## config.mk

```make
export PLATFORM = sky130hd
export DESIGN_NAME = alu16
export DESIGN_NICKNAME = d
export VERILOG_FILES = /design/src/rtl/alu16_pkg.sv /design/src/rtl/alu16_shifter.sv /design/src/rtl/alu16.sv
export SDC_FILE = /design/constraint.sdc
export NUM_CORES = 1
export LEC_CHECK = 0
export BUFFER_PORTS_ARGS = -buffer_cell sky130_fd_sc_hd__buf_2
export CORE_UTILIZATION = 40
export DETAILED_ROUTE_END_ITERATION = 8
export SLEW_MARGIN = 20
export SYNTH_ARGS = -nofsm -noshare
export SYNTH_HDL_FRONTEND = slang
export SYNTH_SLANG_ARGS = --single-unit
```

## constraint.sdc

```tcl
create_clock -name clk -period 1.5 [get_ports clk]
set_clock_uncertainty 0.1 [all_clocks]
set_input_delay 0.075 -clock clk [delete_from_list [all_inputs] [get_ports clk]]
set_output_delay 0.075 -clock clk [all_outputs]
set_load 0.005 [all_outputs]
```

## src/rtl/alu16_pkg.sv

```systemverilog
`default_nettype none
// ============================================================================
//  Module      : alu16_pkg
//  Description : Shared mode codes, flag record and helpers for the 16-bit ALU.
//  Revision    : 1.0 - initial release
// ============================================================================

package alu16_pkg;

    localparam logic [2:0] MODE_ADD = 3'd0;
    localparam logic [2:0] MODE_SUB = 3'd1;
    localparam logic [2:0] MODE_SHR = 3'd2;
    localparam logic [2:0] MODE_SHL = 3'd3;
    localparam logic [2:0] MODE_AND = 3'd4;
    localparam logic [2:0] MODE_OR  = 3'd5;
    localparam logic [2:0] MODE_NOT = 3'd6;
    localparam logic [2:0] MODE_XOR = 3'd7;

    localparam logic SHIFT_RIGHT = 1'b0;
    localparam logic SHIFT_LEFT  = 1'b1;

    typedef struct packed {
        logic z;
        logic n;
        logic c;
        logic v;
    } flags_t;

    // Two's-complement overflow from operand and result sign bits.
    function automatic logic signed_ovf(
        input logic a_sign,
        input logic b_sign,
        input logic r_sign,
        input logic is_sub
    );
        if (is_sub) begin
            return (a_sign != b_sign) && (r_sign != a_sign);
        end
        return (a_sign == b_sign) && (r_sign != a_sign);
    endfunction

endpackage

`default_nettype wire

```

## src/rtl/alu16_shifter.sv

```systemverilog
`default_nettype none
// ============================================================================
//  Module      : alu16_shifter
//  Description : Combinational logarithmic barrel shifter, logical left/right,
//                with the last bit shifted out.
//  Revision    : 1.0 - initial release
// ============================================================================

module alu16_shifter
    import alu16_pkg::*;
#(
    parameter int WIDTH   = 16,
    parameter int SHAMT_W = 4
) (
    input  logic [WIDTH-1:0]   data,
    input  logic [SHAMT_W-1:0] shamt,
    input  logic               dir,
    output logic [WIDTH-1:0]   shifted,
    output logic               shift_out
);

    logic [WIDTH-1:0] w_data_rev;
    logic [WIDTH-1:0] w_out_rev;
    logic [WIDTH-1:0] w_core_in;
    logic [WIDTH:0]   w_stage [0:SHAMT_W];

    // Left shifts run through the same right-shift core on bit-reversed data;
    // the extra LSB guard bit catches the last bit shifted out either way.
    for (genvar i = 0; i < WIDTH; i++) begin : g_rev
        assign w_data_rev[i] = data[WIDTH-1-i];
        assign w_out_rev[i]  = w_stage[SHAMT_W][WIDTH-i];
    end

    assign w_core_in  = (dir == SHIFT_LEFT) ? w_data_rev : data;
    assign w_stage[0] = {w_core_in, 1'b0};

    for (genvar k = 0; k < SHAMT_W; k++) begin : g_stage
        assign w_stage[k+1] = shamt[k] ? (w_stage[k] >> (2 ** k)) : w_stage[k];
    end

    assign shifted   = (dir == SHIFT_LEFT) ? w_out_rev : w_stage[SHAMT_W][WIDTH:1];
    assign shift_out = w_stage[SHAMT_W][0];

endmodule

`default_nettype wire

```

## src/rtl/alu16.sv

```systemverilog
`default_nettype none
// ============================================================================
//  Module      : alu16
//  Description : 16-bit, 8-operation ALU with registered result, status flags
//                and single-cycle latency.
//  Revision    : 1.0 - initial release
// ============================================================================

module alu16
    import alu16_pkg::*;
#(
    parameter int WIDTH   = 16,
    parameter int SHAMT_W = 4
) (
    input  logic             clk,
    input  logic             rst,
    input  logic             in_valid,
    input  logic [WIDTH-1:0] in1,
    input  logic [WIDTH-1:0] in2,
    input  logic [2:0]       mode,
    output logic [WIDTH-1:0] result,
    output logic             out_valid,
    output logic             flag_z,
    output logic             flag_n,
    output logic             flag_c,
    output logic             flag_v
);

    logic [WIDTH:0]   w_sum;
    logic [WIDTH:0]   w_diff;
    logic [WIDTH-1:0] w_shifted;
    logic             w_shift_out;
    logic             w_shift_dir;
    logic [WIDTH-1:0] w_result;
    flags_t           w_flags;

    logic [WIDTH-1:0] r_result;
    flags_t           r_flags;
    logic             r_out_valid;

    // Bit WIDTH of the difference is the borrow (in1 < in2 unsigned).
    assign w_sum  = {1'b0, in1} + {1'b0, in2};
    assign w_diff = {1'b0, in1} - {1'b0, in2};

    assign w_shift_dir = (mode == MODE_SHL) ? SHIFT_LEFT : SHIFT_RIGHT;

    alu16_shifter #(
        .WIDTH   (WIDTH),
        .SHAMT_W (SHAMT_W)
    ) u_shifter (
        .data      (in1),
        .shamt     (in2[SHAMT_W-1:0]),
        .dir       (w_shift_dir),
        .shifted   (w_shifted),
        .shift_out (w_shift_out)
    );

    always_comb begin
        w_result  = '0;
        w_flags   = '0;
        case (mode)
            MODE_ADD: begin
                w_result  = w_sum[WIDTH-1:0];
                w_flags.c = w_sum[WIDTH];
                w_flags.v = signed_ovf(in1[WIDTH-1], in2[WIDTH-1], w_sum[WIDTH-1], 1'b0);
            end
            MODE_SUB: begin
                w_result  = w_diff[WIDTH-1:0];
                w_flags.c = w_diff[WIDTH];
                w_flags.v = signed_ovf(in1[WIDTH-1], in2[WIDTH-1], w_diff[WIDTH-1], 1'b1);
            end
            MODE_SHR,
            MODE_SHL: begin
                w_result  = w_shifted;
                w_flags.c = w_shift_out;
            end
            MODE_AND: w_result = in1 & in2;
            MODE_OR:  w_result = in1 | in2;
            MODE_NOT: w_result = ~in1;
            MODE_XOR: w_result = in1 ^ in2;
            default:  w_result = '0;
        endcase
        w_flags.z = (w_result == '0);
        w_flags.n = w_result[WIDTH-1];
    end

    // Idle cycles drop out_valid but keep the last result and flags visible.
    always_ff @(posedge clk or posedge rst) begin
        if (rst) begin
            r_result    <= '0;
            r_flags     <= '0;
            r_out_valid <= 1'b0;
        end else begin
            r_out_valid <= in_valid;
            if (in_valid) begin
                r_result <= w_result;
                r_flags  <= w_flags;
            end
        end
    end

    assign result    = r_result;
    assign out_valid = r_out_valid;
    assign flag_z    = r_flags.z;
    assign flag_n    = r_flags.n;
    assign flag_c    = r_flags.c;
    assign flag_v    = r_flags.v;

endmodule

`default_nettype wire

```

==> results_dict.tcl <==
set metrics [dict create \
    p_switching_w 0.00171 \
    die_y_um 111 \
    yosysTopAreaCell "ha_1" \
    cellLeakagePower_nw 3.65 \
    outcome "complete, but fails checks" \
    seqPwrFrac_pct 15.6 \
    synth_cell_type_count 69 \
    netlist_top_cells_area "ha_1, mux4_2, dfrtp_1" \
    drc 0 \
    final_common_cell "buf_4" \
    antenna_found_initial 0 \
    drive_gt1_share_pct 51.2 \
    crit_type "in -> reg" \
    swShare_pct 40.4 \
    report.final.slew_viol_count 0 \
    startpoint_type "input pin" \
    pin_count 59 \
    row_count 39 \
    final_cell_mix "buf_4, nor2_1, nand2_1, buf_2, inv_1" \
    initial_core_util_pct 41.4 \
    clk_pin_slew_ns 0.06 \
    cp.required_ns 1.55 \
    synth_edf_count 0 \
    design.core.area_um2 11500 \
    yosysTopAreaCellShare_pct 12.7 \
    crit_path_end_kind "register" \
    ys_warn_count 0 \
    place_ws_ns -1.67 \
    grt_first_pass_wirelength_um 32700 \
    slew_headroom_pct 51.4 \
    syn_area_um2 4740 \
    diodes 0 \
    arrival_ns 2.86 \
    setup_viol 19 \
    violations "setup timing" \
    syn_to_final_growth_pct 64.6 \
    async_flop_share_pct 100 \
    routed_wl_um 21100 \
    fmax_mhz 355 \
    drt_iter0_markers 583 \
    nets 995 \
    ant_nets 0 \
    cts_made_buffers 3 \
    syn-num-nets 712 \
    crit_fanout 7 \
    grt_pass1_vias 6161 \
    cp_cell_sequence "buf_8, clkinvlp_4, ha_4, or2_4, a211oi_4, or4_4, a211oi_2, nor3_1, or3b_4, a2111oi_4, nand4_1, o41ai_2" \
    clkPwrFrac_pct 14.0 \
    setup_slack_ns -1.32 \
    tightest_slew_ns 0.728 \
    hold_viol 0 \
    grt_overflow 0 \
    instances_no_fill 1049 \
    cts_num_sinks 20 \
    clockRootBuffer "clkbuf_16" \
    fin_crit_sh_pct 188 \
    clk_latency_ns 0.25 \
    gp_congestion 0.954 \
    vias_per_cell 6.02 \
    maxCapViolCount 0 \
    cp_slowest_cell "or4_4" \
    grt_max_degree 48 \
    p_per_area_nw_per_um2 543 \
    h-tree-depth 1 \
    postSynthAreaPerCell_um2 7.60 \
    syn_inst 624 \
    period_minus_slack_ns 2.82 \
    dieArea_um2 12300 \
    synth_seq_area_share_pct 10.5 \
    pwr-share-comb_pct 70.4 \
    p_int_w 0.00253 \
    vias 6311 \
    hp-class "in -> reg" \
    dp_cells 1024 \
    clock_path_buffers 2 \
    path_buf_inv 2 \
    cts_tree "done" \
    grt_usage_pct 33.5 \
    die_w_um 111 \
    first_pass_iters 5 \
    synthFlopType "dfrtp_1" \
    place_hpwl_um 16600 \
    vdd_drop_max_mv 1.23 \
    wl_per_cell_um 20.2 \
    port_buffers 58 \
    crit_family "simple AND/OR/NAND/NOR gates" \
    final_core_util_pct 68.1 \
    fin_tns_setup_ns -16.53 \
    max_stage_delay_ns 0.51 \
    power_w 0.00424 \
    ys_seq_elements 20 \
    grt_setup_unrepaired "true" \
]
-- power by group through the flow --
| stage | sequential (W) | combinational (W) | clock (W) |
|---|---|---|---|
| 5_1_grt | 0.000673 | 0.00316 | 0.000607 |
| 6_report | 0.000663 | 0.00299 | 0.000592 |
| 3_3_place_gp | 0.000665 | 0.00251 | 0 |
| 2_1_floorplan | 0.000676 | 0.00130 | 0 |
| 4_1_cts | 0.000663 | 0.00277 | 0.000589 |
| 3_5_place_dp | 0.000671 | 0.00253 | 0 |
-- state kept, by name, indices dropped and copies added, names as in the netlist --
register,cells
flag_c,1
flag_v,1
flag_z,1
out_valid,1
result,16
-- cells by family after synthesis --
kind of cell | Yosys count | synth area share (%)
mux | 51 | 17.6
compound gates | 201 | 28.6
fa+ha+maj | 50 | 13.5
buf+inv | 100 | 8.41
xor+xnor | 13 | 2.40
flops | 20 | 10.5
simple gates | 189 | 18.9
-- metal layers --
layer	GRT usage, %	vias to the layer above	wire length (um)
met2	56.2	343	9850
met1	42.9	3014	8440
met3	3.61	67	1710
met5	0	-	0
li1	-	2887	-
met4	15.8	0	1140
-- synthesized netlist by cell type (all sizes together) (3+ instances only) --
cell type,n
nand3,10
clkbuf,26
or3b,3
o31ai,6
a211oi,15
o21a,6
mux4,25
nand3b,6
nor2b,5
nand2b,8
ha,48
a221oi,7
a21o,5
mux2,9
o311ai,4
a32oi,3
a22oi,10
o21ai,33
dfrtp,20
xnor2,11
mux2i,17
a2bb2oi,3
a31oi,10
nand2,57
nand4,3
o32ai,5
nor2,62
buf,14
o31a,3
a21boi,5
o221ai,5
nor3,18
a21oi,47
o22ai,11
o211ai,7
nor3b,5
inv,59
-- repair_timing --
| item | CTS | global route |
|---|---|---|
| pin swaps | 46 | 31 |
| resized for setup | 89 | 52 |
| hold endpoints to repair | 20 | 0 |
| setup buffers | 22 | 6 |
| gates cloned | 0 | 0 |
| endpoints found under the setup margin | 19 | 19 |
| hold buffers | 1 | 0 |
-- final timing paths --
check                      cells after the start  slack, ns       start         end
max                                           12      -1.32      in2[1]      flag_z
min                                            2       0.13    in_valid   out_valid
max reg2reg                                    1       0.63  result[14]  result[14]
min reg2reg                                    2       0.39   result[4]   result[4]
max in group asynchronous                      3       0.44         rst      flag_c
min in group asynchronous                      3       0.40         rst      flag_v
-- area by class of cell --
type,count,area [um^2]
Multi-Input combinational cell,504,4440
Fill cell,948,3660
Timing Repair Buffer,318,2360
Sequential cell,20,500
Inverter,60,239
Tap cell,143,179
Clock buffer,4,88.8
-- per-stage QoR --
stage / hold WS (ns) / instance area [um^2]
floorplan: -0.0612 / 4960
global placement: 0.114 / 6980
detailed placement: 0.134 / 6980
CTS: 0.137 / 7540
global route: 0.147 / 7810
finish: 0.134 / 7810
No activity file was read; power rests on OpenSTA's default activity.
